**config.mk**
```make
export PLATFORM = sky130hd
export DESIGN_NAME = memory_arbiter_flat
export DESIGN_NICKNAME = d
export VERILOG_FILES = /design/src/rtl/memory_arbiter_pkg.sv /design/src/rtl/memory_arbiter_if.sv /design/src/rtl/memory_arbiter.sv /design/src/flat_wrapper.sv
export SDC_FILE = /design/constraint.sdc
export NUM_CORES = 1
export LEC_CHECK = 0
export ABC_AREA = 1
export BUFFER_PORTS_ARGS = -buffer_cell sky130_fd_sc_hd__clkbuf_2
export CAP_MARGIN = 15
export CORE_MARGIN = 3
export CORE_UTILIZATION = 46
export DETAILED_ROUTE_END_ITERATION = 6
export HOLD_SLACK_MARGIN = 0.06
export PLACE_DENSITY = 0.76
export RECOVER_POWER = 100
export SLEW_MARGIN = 20
export SYNTH_ARGS = -nofsm -noshare
export SYNTH_HDL_FRONTEND = slang
export SYNTH_SLANG_ARGS = --single-unit
```
**constraint.sdc**
```tcl
create_clock -name clk -period 1.7 [get_ports clk]
set_input_delay 0.34 -clock clk [delete_from_list [all_inputs] [get_ports clk]]
set_output_delay 0.34 -clock clk [all_outputs]
set_load 0.1 [all_outputs]
```
**src/rtl/memory_arbiter_pkg.sv**
```systemverilog
// Shared defines for the two-port memory arbiter: data width, state encoding, default latency.
// MEMORY_WIDTH may be overridden on the command line; ARBITER_RR_EN selects round-robin arbitration.
`ifndef MEMORY_WIDTH
`define MEMORY_WIDTH 32
`endif

package memory_arbiter_pkg;

  localparam int unsigned MEM_WIDTH_DEF = `MEMORY_WIDTH;
  localparam int unsigned LATENCY_DEF   = 4;
  // Counter wide enough for the largest legal latency (15).
  localparam int unsigned CNT_W         = 4;

  typedef enum logic [1:0] {
    ST_IDLE = 2'd0,
    ST_BUSY = 2'd1,
    ST_DONE = 2'd2
  } state_e;

endpackage

```
**src/rtl/memory_arbiter_if.sv**
```systemverilog
// Bundle of the instruction-side, data-side and shared-memory signals around the arbiter.
// slave is the arbiter's view; master is the requesters' and memory's view.
interface memory_arbiter_if #(
  parameter int unsigned WIDTH = `MEMORY_WIDTH,
  parameter int unsigned ADDR  = 32
);

  logic             ic_req;
  logic [ADDR-1:0]  ic_addr;
  logic [WIDTH-1:0] ic_rdata;
  logic             ic_ack;

  logic             dc_req;
  logic             dc_write;
  logic [ADDR-1:0]  dc_addr;
  logic [WIDTH-1:0] dc_wdata;
  logic [WIDTH-1:0] dc_rdata;
  logic             dc_ack;

  logic [ADDR-1:0]  mem_addr;
  logic [WIDTH-1:0] mem_wdata;
  logic             mem_read;
  logic             mem_write;
  logic [WIDTH-1:0] mem_rdata;

  modport slave (
    input  ic_req, ic_addr, dc_req, dc_write, dc_addr, dc_wdata, mem_rdata,
    output ic_rdata, ic_ack, dc_rdata, dc_ack, mem_addr, mem_wdata, mem_read, mem_write
  );

  modport master (
    output ic_req, ic_addr, dc_req, dc_write, dc_addr, dc_wdata, mem_rdata,
    input  ic_rdata, ic_ack, dc_rdata, dc_ack, mem_addr, mem_wdata, mem_read, mem_write
  );

endinterface

```
**src/rtl/memory_arbiter.sv**
```systemverilog
// Arbitrates instruction and data requesters onto one fixed-latency memory, one transaction at a time.
// Define ARBITER_RR_EN for round-robin contention; otherwise the data side always wins.
module memory_arbiter
  import memory_arbiter_pkg::*;
#(
  parameter int unsigned WIDTH   = `MEMORY_WIDTH,
  parameter int unsigned ADDR    = 32,
  parameter int unsigned LATENCY = LATENCY_DEF
) (
  input  logic            clk,
  input  logic            reset,
  memory_arbiter_if.slave bus
);

  localparam bit LAT_ONE = (LATENCY == 32'd1);

  state_e           state_q, state_d;
  logic [CNT_W-1:0] cnt_q, cnt_d;
  logic             gnt_dc_q, gnt_dc_d;
  logic             wr_q, wr_d;
  logic [ADDR-1:0]  addr_q, addr_d;
  logic [WIDTH-1:0] wdata_q, wdata_d;
  logic [WIDTH-1:0] ic_rdata_q, ic_rdata_d;
  logic [WIDTH-1:0] dc_rdata_q, dc_rdata_d;
  logic             ic_ack_q, ic_ack_d;
  logic             dc_ack_q, dc_ack_d;
  logic             mem_read_q, mem_read_d;
  logic             mem_write_q, mem_write_d;

  logic             req_any_c;
  logic             pick_dc_c;

  assign req_any_c = bus.ic_req | bus.dc_req;

`ifdef ARBITER_RR_EN
  // Remembers which side won the most recent grant; reset means "instruction side".
  logic last_dc_q, last_dc_d;

  assign pick_dc_c = bus.dc_req & (~bus.ic_req | ~last_dc_q);

  always_comb begin
    last_dc_d = last_dc_q;
    if (state_q == ST_IDLE && req_any_c) begin
      last_dc_d = pick_dc_c;
    end
  end

  always_ff @(posedge clk) begin
    if (reset) begin
      last_dc_q <= 1'b0;
    end else begin
      last_dc_q <= last_dc_d;
    end
  end
`else
  assign pick_dc_c = bus.dc_req;
`endif

  // Next-state and registered-output logic; inputs are only looked at in IDLE.
  always_comb begin
    state_d     = state_q;
    cnt_d       = cnt_q;
    gnt_dc_d    = gnt_dc_q;
    wr_d        = wr_q;
    addr_d      = addr_q;
    wdata_d     = wdata_q;
    ic_rdata_d  = ic_rdata_q;
    dc_rdata_d  = dc_rdata_q;
    ic_ack_d    = 1'b0;
    dc_ack_d    = 1'b0;
    mem_read_d  = 1'b0;
    mem_write_d = 1'b0;

    unique case (state_q)
      ST_IDLE: begin
        if (req_any_c) begin
          state_d  = ST_BUSY;
          cnt_d    = CNT_W'(LATENCY - 32'd1);
          gnt_dc_d = pick_dc_c;
          wr_d     = pick_dc_c & bus.dc_write;
          addr_d   = pick_dc_c ? bus.dc_addr : bus.ic_addr;
          if (pick_dc_c) begin
            wdata_d = bus.dc_wdata;
          end
          mem_read_d  = ~wr_d;
          mem_write_d = wr_d & LAT_ONE;
        end
      end

      ST_BUSY: begin
        if (cnt_q == '0) begin
          state_d  = ST_DONE;
          ic_ack_d = ~gnt_dc_q;
          dc_ack_d = gnt_dc_q;
          if (!wr_q) begin
            if (gnt_dc_q) begin
              dc_rdata_d = bus.mem_rdata;
            end else begin
              ic_rdata_d = bus.mem_rdata;
            end
          end
        end else begin
          cnt_d       = cnt_q - CNT_W'(1);
          mem_read_d  = ~wr_q;
          // The single write strobe lands on the last busy cycle.
          mem_write_d = wr_q & (cnt_q == CNT_W'(1));
        end
      end

      ST_DONE: begin
        state_d = ST_IDLE;
      end

      default: begin
        state_d = ST_IDLE;
      end
    endcase
  end

  always_ff @(posedge clk) begin
    if (reset) begin
      state_q     <= ST_IDLE;
      cnt_q       <= '0;
      gnt_dc_q    <= 1'b0;
      wr_q        <= 1'b0;
      addr_q      <= '0;
      wdata_q     <= '0;
      ic_rdata_q  <= '0;
      dc_rdata_q  <= '0;
      ic_ack_q    <= 1'b0;
      dc_ack_q    <= 1'b0;
      mem_read_q  <= 1'b0;
      mem_write_q <= 1'b0;
    end else begin
      state_q     <= state_d;
      cnt_q       <= cnt_d;
      gnt_dc_q    <= gnt_dc_d;
      wr_q        <= wr_d;
      addr_q      <= addr_d;
      wdata_q     <= wdata_d;
      ic_rdata_q  <= ic_rdata_d;
      dc_rdata_q  <= dc_rdata_d;
      ic_ack_q    <= ic_ack_d;
      dc_ack_q    <= dc_ack_d;
      mem_read_q  <= mem_read_d;
      mem_write_q <= mem_write_d;
    end
  end

  assign bus.ic_rdata  = ic_rdata_q;
  assign bus.ic_ack    = ic_ack_q;
  assign bus.dc_rdata  = dc_rdata_q;
  assign bus.dc_ack    = dc_ack_q;
  assign bus.mem_addr  = addr_q;
  assign bus.mem_wdata = wdata_q;
  assign bus.mem_read  = mem_read_q;
  assign bus.mem_write = mem_write_q;

endmodule

```
**src/flat_wrapper.sv**
```systemverilog
// flat-port wrapper written by rule: the top's interface ports become plain ports
module memory_arbiter_flat import memory_arbiter_pkg::*;
#(
  parameter int unsigned WIDTH   = `MEMORY_WIDTH,
  parameter int unsigned ADDR    = 32,
  parameter int unsigned LATENCY = LATENCY_DEF
)
  (clk, reset, bus_ic_req, bus_ic_addr, bus_dc_req, bus_dc_write, bus_dc_addr, bus_dc_wdata, bus_mem_rdata, bus_ic_rdata, bus_ic_ack, bus_dc_rdata, bus_dc_ack, bus_mem_addr, bus_mem_wdata, bus_mem_read, bus_mem_write);
  memory_arbiter_if #(.WIDTH(WIDTH), .ADDR(ADDR)) bus_i ();
  input  logic clk;
  input  logic reset;
  input wire logic [$bits(bus_i.ic_req)-1:0] bus_ic_req;
  input wire logic [$bits(bus_i.ic_addr)-1:0] bus_ic_addr;
  input wire logic [$bits(bus_i.dc_req)-1:0] bus_dc_req;
  input wire logic [$bits(bus_i.dc_write)-1:0] bus_dc_write;
  input wire logic [$bits(bus_i.dc_addr)-1:0] bus_dc_addr;
  input wire logic [$bits(bus_i.dc_wdata)-1:0] bus_dc_wdata;
  input wire logic [$bits(bus_i.mem_rdata)-1:0] bus_mem_rdata;
  output wire logic [$bits(bus_i.ic_rdata)-1:0] bus_ic_rdata;
  output wire logic [$bits(bus_i.ic_ack)-1:0] bus_ic_ack;
  output wire logic [$bits(bus_i.dc_rdata)-1:0] bus_dc_rdata;
  output wire logic [$bits(bus_i.dc_ack)-1:0] bus_dc_ack;
  output wire logic [$bits(bus_i.mem_addr)-1:0] bus_mem_addr;
  output wire logic [$bits(bus_i.mem_wdata)-1:0] bus_mem_wdata;
  output wire logic [$bits(bus_i.mem_read)-1:0] bus_mem_read;
  output wire logic [$bits(bus_i.mem_write)-1:0] bus_mem_write;
  assign bus_i.ic_req = bus_ic_req;
  assign bus_i.ic_addr = bus_ic_addr;
  assign bus_i.dc_req = bus_dc_req;
  assign bus_i.dc_write = bus_dc_write;
  assign bus_i.dc_addr = bus_dc_addr;
  assign bus_i.dc_wdata = bus_dc_wdata;
  assign bus_i.mem_rdata = bus_mem_rdata;
  assign bus_ic_rdata = bus_i.ic_rdata;
  assign bus_ic_ack = bus_i.ic_ack;
  assign bus_dc_rdata = bus_i.dc_rdata;
  assign bus_dc_ack = bus_i.dc_ack;
  assign bus_mem_addr = bus_i.mem_addr;
  assign bus_mem_wdata = bus_i.mem_wdata;
  assign bus_mem_read = bus_i.mem_read;
  assign bus_mem_write = bus_i.mem_write;
  memory_arbiter #(.WIDTH(WIDTH), .ADDR(ADDR), .LATENCY(LATENCY)) u_core (.clk(clk), .reset(reset), .bus(bus_i));
endmodule
```
==> impl_results.md, run 1 <==
* Synth-to-Final Area Change at 36.4%
* Clk_skew at 0.00790 ns
* TritonRoute pass-1 iters at 5
* Worst r2r path cells at 8
* Worst R2R Setup Slack at roughly 0.18 ns
* Via count at 5679
* Status: finished clean
* Cell Area, Synth at 5600 µm²
* Worst endpoint required time at between 1 and 1.5 ns
* CP Class: flop to output pin
* Post-CTS setup buffers at 0
* Pwr Density at about 1500 nW/µm²
* Depth of the CTS H-tree at 4
* Clock root buffer: clkbuf_16
* Layout cells sized above 1 at 31.2%
* Hold WS at 0.147 ns
* Initial core utilization at 48.0%
* Max frequency at 631 MHz
* DRT antenna net count at 0
* HPWL Detailed at 11.2 mm
* Crit path max-delay family: buffers and inverters
* Synth area leader: dfxtp_1
* Yosys warns at 0
* Unique masters post-synth at 24
* First-pass GRT wire length at 24.2 mm
* Max cap viols at 0
* Worst Setup SP: u_core.bus.dc_rdata[18]
* Worst-path clk slew at roughly 0.060 ns
* Post-Syn Nets at 900
* Synthesized area per cell at about 7.3 µm²
* Critical path endpoint: bus_dc_rdata[18]
* Crit path cell chain: clkbuf_2
* Overall power at 11.8 mW
* Buf+Inv Stages, Crit Path at 1
* Die height at 116 µm
* Initial antenna violation count at 0
* Total gr overflow at 0
* Util after Layout at between 60 and 70%
* Rel. slew slack at 62.4%
* Port buffer count at 264
* Avg WL per Cell at approximately 13 µm
* Final setup violation count at 0
* Clock Path Buffers at 2
* RSZ-0062 raised after global routing: no
* Clk sinks at 140
* Slowest CP cell: clkbuf_2
* Peak supply drop at approximately 0.00095 V
* Fin crit share at 93.2%
* Die W at 116 µm
* Hold Vio Cnt, Final at 0
* Total wire length at 15.6 mm
* CTS Hold Bufs at 0
* Crit end category: output pin
* Final Worst Setup Slack at 0.115 ns
* R2r startpoint: u_core.cnt_q[0]
* Vias/cell at 4.87
* Post-route setup TNS at 0 ns
* Capturing point of the worst reg2reg path: u_core.bus.ic_rdata[3]
* Fin. max-slew vios at 0
* Worst slew pin tran at 0.564 ns
* Area share of the largest cell type after synthesis at 50.1%
* Kind of start point of the critical path: flop
* Nets at 1149
* Hold Crit Class: input pin to flop
* Synthesized flop and latch total at 140
* WP depth at 1
* Vias in the first global route at 5067
* Worst-Skew Late Latency at 0.42 ns
* Iter 0 DRT Violations at 481
* CTS tree: yes
* FP Rows at 39
* Full die area at 13500 µm²
* Crit path DAT at 1.25 ns
* DRC viols at 0
* Top cells by area, synth: dfxtp_1, nor2_1, nand2_1
* Ant. Diodes at 0
* CTS Buf Count at 17
* Worst path max stage delay at 0.47 ns
* Min Tclk post-route at between 1.5 and 2 ns
* Top Ports at 265
* Dpl ws at 0.224 ns
* Largest net degree at the start of global routing at 77
* Pleak at just under 4 nW
* Core Box Area at roughly 12000 µm²
* Placer Congestion at 0.839
* Sequential share of the synthesized area at 50.1%
* Synth Instances at 764
* Resized cells post-CTS at 0
* GRT Util Overall at 22.5%
* Worst Path Max Fanout at 2
==> worst register-to-register path: stages, from the launching register on <==
cell and delay [ns]:
dfxtp_1 0.34, inv_1 0.10, ha_1 0.21, nand2_2 0.11
nor2_1 0.20, buf_12 0.22, nand3b_1 0.11, nand2_1 0.07
nor2_1 0.05
==> power by group <==
group	internal [mW]	switching [mW]	leakage (nW)
sequential	3.64	0.188	1.15
combinational	0.691	3.31	2.46
clock	2.66	1.31	0.310
==> placed cells by master, fill, tap and decap left out, types with 10 or more instances in the layout <==
master / instances
dfxtp_1: 140
nor3_1: 33
buf_4: 10
clkbuf_16: 17
nand3b_1: 32
o21ai_0: 92
clkbuf_2: 267
inv_1: 10
nor2_1: 237
nand2_1: 139
==> sequential cells by signal, indices dropped and copies added, names as in the netlist <==
register,flops
u_core.bus.mem_read,1
u_core.bus.dc_rdata,32
u_core.cnt_q,4
u_core.bus.mem_wdata,32
u_core.bus.ic_ack,1
u_core.bus.mem_write,1
u_core.bus.mem_addr,32
u_core.wr_q,1
u_core.bus.ic_rdata,32
u_core.gnt_dc_q,1
u_core.state_q,2
u_core.bus.dc_ack,1
==> worst min-delay path by stage <==
stage / start / endpoint / slack [ns] / cells after the start
4_1_cts: bus_dc_wdata[11] / u_core.bus.mem_wdata[11] / 0.13 / 3
2_1_floorplan: reset / u_core.bus.mem_read / 0.41 / 1
6_report: bus_dc_wdata[15] / u_core.bus.mem_wdata[15] / 0.15 / 3
3_3_place_gp: u_core.bus.ic_rdata[25] / u_core.bus.ic_rdata[25] / 0.45 / 2
3_5_place_dp: u_core.bus.ic_rdata[15] / u_core.bus.ic_rdata[15] / 0.46 / 2
5_1_grt: bus_dc_wdata[12] / u_core.bus.mem_wdata[12] / 0.14 / 3
==> Yosys cell counts, drive strengths merged <==
cell    instances
nor2          240
nand4           1
nor3b           1
nor3           33
buf            29
o21ai          97
dfxtp         140
inv            12
a21oi           6
clkbuf         22
ha              3
nand3           6
nand3b         32
nand2         142
==> routing by layer <==
layer | up-vias | wire length (µm) | GRT usage [%]
met5 | - | 0 | 0
met4 | 0 | 241 | 8.74
li1 | 2934 | - | -
met3 | 21 | 1260 | 7.41
met1 | 2506 | 6570 | 27.4
met2 | 218 | 7550 | 37.0
==> per-stage QoR <==
step / instance area [µm²] / cells
final: 7630 / 1167
after global routing: 7630 / 1167
after CTS: 7650 / 1167
after detailed placement: 7020 / 1137
after global placement: 7020 / 1137
after floorplan: 5600 / 764
==> kinds of logic (layout without fill, tap and decap cells) <==
family | Yosys count | after routing | share of synthesized area [%]
and+or+nand+nor | 455 | 455 | 34.6
DFF | 140 | 140 | 50.1
AOI/OAI and AO/OA | 103 | 103 | 9.28
buffers and inverters | 63 | 323 | 5.39
adders and majority gates | 3 | 3 | 0.671
==> layout make-up <==
type	count	area [µm²]
clock buffer	22	464
clock inverter	8	165
fill	1102	4030
inverter	12	46.3
multi-input combinational	561	2480
sequential	140	2800
tap	143	179
timing repair buffer	281	1490
No activity file was read; power rests on OpenSTA's default activity.
==> run 2: changes to the inputs <==
--- a/config.mk
+++ b/config.mk
@@ -8,7 +8,7 @@
 export ABC_AREA = 1
 export BUFFER_PORTS_ARGS = -buffer_cell sky130_fd_sc_hd__clkbuf_2
 export CAP_MARGIN = 15
-export CORE_MARGIN = 3
+export CORE_MARGIN = 2
 export CORE_UTILIZATION = 46
 export DETAILED_ROUTE_END_ITERATION = 6
 export HOLD_SLACK_MARGIN = 0.06
==> run 2 against run 1 <==
  * Power decreased by 0.93%
  * Register-to-register slack improved by 0.04 ns
  * Flip-flop and latch count unchanged
  * Design area decreased by 0.30%
  * Largest cell class unchanged
  * Highest routed layer unchanged
==> impl_results.md, run 2 (synthesized netlist as in run 1, its figures left out) <==
* CTS tree: yes
* Fin. max-slew vios at 0
* Rel. slew slack at roughly three fifths
* Final instance area at 7610 µm²
* Synth-to-Final Area Change at 36.0%
* Clk_skew at 0.00664 ns
* Worst slew pin tran at around 0.57 ns
* Worst-path clk slew at 0.06 ns
* Pwr Density at between 1500 and 2000 nW/µm²
* Most frequent cells in the layout: clkbuf_2, nor2_1, dfxtp_1
* Pleak at 3.89 nW
* Max cap viols at 0
* HPWL Detailed at between 10 and 15 mm
* Layout cells sized above 1 at between 30% and 40%
* Commonest non-fill, non-tap cell in the layout: clkbuf_2
* Crit path cell chain: clkbuf_2
* Port buffer count at 264
* Layout Cells excl Fill at 1171
* Worst endpoint required time at approximately 1.4 ns
* Worst-Skew Late Latency at 0.41 ns
* Iter 0 DRT Violations at 491
* Post-CTS setup buffers at 0
* Die height at 114 µm
* Slowest CP cell: clkbuf_2
* Final setup violation count at 0
* Via count at about 5700
* Total wire length at 15.0 mm
* Top Ports at 265
* Clock root buffer: clkbuf_16
* Placer Congestion at 0.822
* Dpl cells at approximately 1100
* Total gr overflow at 0
* Worst R2R Setup Slack at 0.22 ns
* Hold Vio Cnt, Final at 0
* Full die area at 13100 µm²
* Crit path DAT at 1.24 ns
* Core Box Area at about 12000 µm²
* Vias in the first global route at 5271
* DRT antenna net count at 0
* Post-route setup TNS at 0 ns
* Die W at 114 µm
* Initial core utilization at 46.8%
* Kind of start point of the critical path: flop
* Ant. Diodes at 0
* GRT Util Overall at 23.2%
* Status: finished clean
* First-pass GRT wire length at 24.4 mm
* Avg WL per Cell at about 13 µm
* Clock Path Buffers at 2
* FILL cells at 1108
* FP Rows at 40
* Largest net degree at the start of global routing at 81
* CP Class: flop to output pin
* Nets at 1148
* TritonRoute pass-1 iters at 5
* Peak supply drop at ~0.00064 V
* Clk sinks at 140
* Fin crit share at between 90% and 100%
* CTS Buf Count at 17
* Util after Layout at 63.6%
* Hold Crit Class: input pin to flop
* Storage element area at 2800 µm²
* DRC viols at 0
* Depth of the CTS H-tree at 4
* Min Tclk post-route at 1.58 ns
* Vias/cell at 4.87
* Placed Area at 7000 µm²
* Max frequency at about 630 MHz
* Initial antenna violation count at 0
* RSZ-0062 raised after global routing: no
* Worst Path Max Fanout at 2
* Footprint of the multi-input gates at roughly 2500 µm²
* Crit path max-delay family: buffers and inverters
* Crit end category: output pin
* Buf+Inv Stages, Crit Path at 1
* Worst path max stage delay at around 0.47 ns
* Hold WS at ~0.15 ns
## run 2: layer usage
| metal | share of wire (%) | global-route usage [%] |
|---|---|---|
| met5 | 0 | 0 |
| met4 | 2.7 | 10.2 |
| met3 | 7.4 | 6.30 |
| met2 | 47 | 38.5 |
| met1 | 42 | 28.3 |
## run 2: timing repair
item | 4_1_cts | 5_1_grt
endpoints found under the hold margin | 0 | 0
hold buffers | 0 | 0
setup endpoints to repair | 0 | 1
resized for setup | 0 | 1
## run 2: final timing paths
check	startpoint	end	depth (start not counted)
worst max-delay path	u_core.bus.ic_rdata[29]	bus_ic_rdata[29]	1
worst min-delay path	bus_dc_wdata[14]	u_core.bus.mem_wdata[14]	3
worst min register to register	u_core.bus.ic_rdata[28]	u_core.bus.ic_rdata[28]	2
worst max register to register	u_core.cnt_q[0]	u_core.bus.ic_rdata[8]	8
## run 2: per-stage QoR
stage | worst slack [ns] | power [mW]
6_report | 0.121 | 11.7
5_1_grt | 0.0363 | 12.2
4_1_cts | 0.0987 | 11.8
3_5_place_dp | 0.211 | 7.89
3_3_place_gp | 0.278 | 7.87
2_1_floorplan | 0.363 | 7.16
## run 2: cell type report
class | count | share of cell area, %
clock buffers | 17 | 5.59
clock inverters | 14 | 2.57
inverters | 12 | 0.592
multi-input cells | 561 | 32.6
flip-flops and latches | 140 | 36.8
well taps | 147 | 2.42
repair buffers | 280 | 19.4
## run 2: power breakdown
group / switching (mW) / internal [mW]
Combinational: 3.29 / 0.686
Sequential: 0.189 / 3.64
Clock: 1.42 / 2.45
Total: 4.91 / 6.78
==> run 3: changes to the inputs <==
--- a/config.mk
+++ b/config.mk
@@ -12,8 +12,10 @@
 export CORE_UTILIZATION = 46
 export DETAILED_ROUTE_END_ITERATION = 6
 export HOLD_SLACK_MARGIN = 0.06
+export MAX_ROUTING_LAYER = met4
 export PLACE_DENSITY = 0.76
 export RECOVER_POWER = 100
+export REMOVE_ABC_BUFFERS = 1
 export SLEW_MARGIN = 20
 export SYNTH_ARGS = -nofsm -noshare
 export SYNTH_HDL_FRONTEND = slang
==> run 3 against run 2 <==
  * Flip-flop and latch count unchanged
  * Wire length up 4.9%
  * Power up 4.9%
  * Clock power up 14%
  * Critical path type unchanged
  * First-iteration DRC count down 3.5%
  * Clock skew about the same
  * Critical path depth unchanged
  * Global-route usage up 1.6 points
  * Combinational power about the same
==> impl_results.md, run 3 (synthesized netlist as in run 1, its figures left out) <==
* Slowest CP cell: clkbuf_2
* DRT antenna net count at 0
* Die height at 114 µm
* Layout cells sized above 1 at 31.4%
* FP Rows at 40
* Vias in the first global route at roughly 5300
* Worst slew pin tran at just under 0.6 ns
* Worst path max stage delay at 0.48 ns
* Buf+Inv Stages, Crit Path at 1
* Largest net degree at the start of global routing at 51
* Die W at roughly 110 µm
* Commonest non-fill, non-tap cell in the layout: clkbuf_2
* Pwr Density at 1590 nW/µm²
* Crit path max-delay family: buffers and inverters
* Overall power at 12.3 mW
* Via count at 5708
* R2r startpoint: u_core.cnt_q[0]
* Vias/cell at around 4.9
* Post-CTS setup buffers at 0
* Dpl cells at 1140
* Clk_skew at roughly 0.0070 ns
* CP Class: flop to output pin
* Most frequent cells in the layout: clkbuf_2, nor2_1, dfxtp_1
* Clock Path Buffers at 2
* Depth of the CTS H-tree at 4
* Full die area at 13100 µm²
* Initial core utilization at 46.8%
* WHS Endpoint: u_core.bus.mem_wdata[22]
* Worst r2r path cells at 6
* Hold Crit Class: input pin to flop
* Sw power at around 4.9 mW
* Max frequency at approximately 630 MHz
* Worst Path Max Fanout at 2
* Crit path cell chain: clkbuf_2
* TritonRoute pass-1 iters at 5
* Iter 0 DRT Violations at 474
* Layout Cells excl Fill at between 1000 and 1500
* First-pass GRT wire length at around 25 mm
* CTS Buf Count at 17
* Clk sinks at 140
* Final instance area at roughly 7700 µm²
* Fin crit share at 93.9%
* Hold wc startpoint: bus_dc_wdata[22]
* Worst-Skew Late Latency at 0.41 ns
* Core Box Area at 12000 µm²
* Fin. max-slew vios at 0
* Footprint of the multi-input gates at 2480 µm²
* DRC viols at 0
* Initial antenna violation count at 0
* Total gr overflow at 0
* Status: finished clean
* CTS Hold Bufs at 0
* Capturing point of the worst reg2reg path: u_core.bus.dc_rdata[11]
* Nets at 1148
* Crit path DAT at between 1 and 1.5 ns
* Total wire length at roughly 16 mm
* GRT Util Overall at 24.8%
* Placed Area at 7040 µm²
* Resized cells post-CTS at 0
* Crit end category: output pin
* Rel. slew slack at about three fifths
* HPWL Detailed at approximately 11 mm
* Internal power at 7.39 mW
* Kind of start point of the critical path: flop
* Port buffer count at 264
* Clock root buffer: clkbuf_16
* Avg WL per Cell at 13.4 µm
* Max cap viols at 0
* Pleak at 3.94 nW
* Worst-path clk slew at ~0.060 ns
* Switching Share at 39.7%
* Post-route setup TNS at 0 ns
* Clock Power Share at a little over a third
* Sequential fraction of design power at 31.2%
* Final setup violation count at 0
* Synth-to-Final Area Change at 38.1%
* Worst R2R Setup Slack at 0.13 ns
* Top Ports at 265
* FILL cells at 1103
* Logic pwr share at 32.6%
* Hold Vio Cnt, Final at 0
* Hold Crit Depth at 3
* Ant. Diodes at 0
* RSZ-0062 raised after global routing: no
* Placer Congestion at 0.845
* CTS tree: yes
* Peak supply drop at roughly 0.00099 V
* Worst endpoint required time at 1.36 ns
* Storage element area at 2800 µm²
* Min Tclk post-route at 1.60 ns
## run 3: cell types whose count changed in the layout (fill, tap and decap cells not counted), moves of 2 or more
| cell | before | now |
|---|---|---|
| inv_6 | 2 | 0 |
| buf_4 | 12 | 9 |
| clkbuf_8 | 0 | 4 |
| clkinv_4 | 2 | 0 |
| bufinv_16 | 4 | 7 |
| buf_12 | 3 | 5 |
## run 3: cell type report
class                      count  share of cell area [%]
sequential                   140                    36.3
inverter                      12                   0.599
clock buffer                  22                    6.26
clock inverter                10                    3.01
multi-input combinational    561                    32.1
tap                          147                    2.38
timing repair buffer         280                    19.4
## run 3: per-layer routing
metal	share of wire, %	global-route usage, %	vias up	routed length (µm)
met2	48	41.1	219	7520
met1	43	28.3	2523	6760
met5	0	-	-	0
li1	-	-	2933	-
met3	6.7	6.19	33	1050
met4	2.5	11.1	0	387
## run 3: per-stage QoR
step	setup WS [ns]	utilization (%)	hold WS (ns)
finish	0.104	64.6	0.150
global route	0.00880	64.6	0.145
CTS	0.0802	64.9	0.134
detailed placement	0.205	58.9	0.455
global placement	0.252	58.9	0.448
floorplan	-0.544	-	0.409
## run 3: power by group through the flow
| stage | clock [mW] | combinational [mW] | sequential [mW] |
|---|---|---|---|
| floorplan | 0 | 0.849 | 6.21 |
| global placement | 0 | 4.00 | 3.89 |
| detailed placement | 0 | 4.03 | 3.90 |
| CTS | 4.47 | 4.04 | 3.83 |
| global route | 4.61 | 4.23 | 3.87 |
| finish | 4.43 | 4.00 | 3.83 |
## run 3: worst register-to-register path: cells and delay by family, from the launching register on
kind	cells	cell delay [ns]
buffers and inverters	2	0.40
DFF	1	0.34
and+or+nand+nor	3	0.51
adders and majority gates	1	0.20
## run 3: worst max-delay path by stage
| stage | slack (ns) | depth (start not counted) | start | end |
|---|---|---|---|---|
| 3_5_place_dp | 0.20 | 8 | u_core.cnt_q[0] | u_core.cnt_q[1] |
| 6_report | 0.10 | 1 | u_core.bus.mem_addr[29] | bus_mem_addr[29] |
| 3_3_place_gp | 0.25 | 6 | bus_dc_req | u_core.wr_q |
| 2_1_floorplan | -0.54 | 3 | reset | u_core.bus.dc_rdata[0] |
| 4_1_cts | 0.08 | 1 | u_core.bus.mem_addr[29] | bus_mem_addr[29] |
| 5_1_grt | 0.009 | 6 | u_core.cnt_q[0] | u_core.bus.dc_rdata[20] |
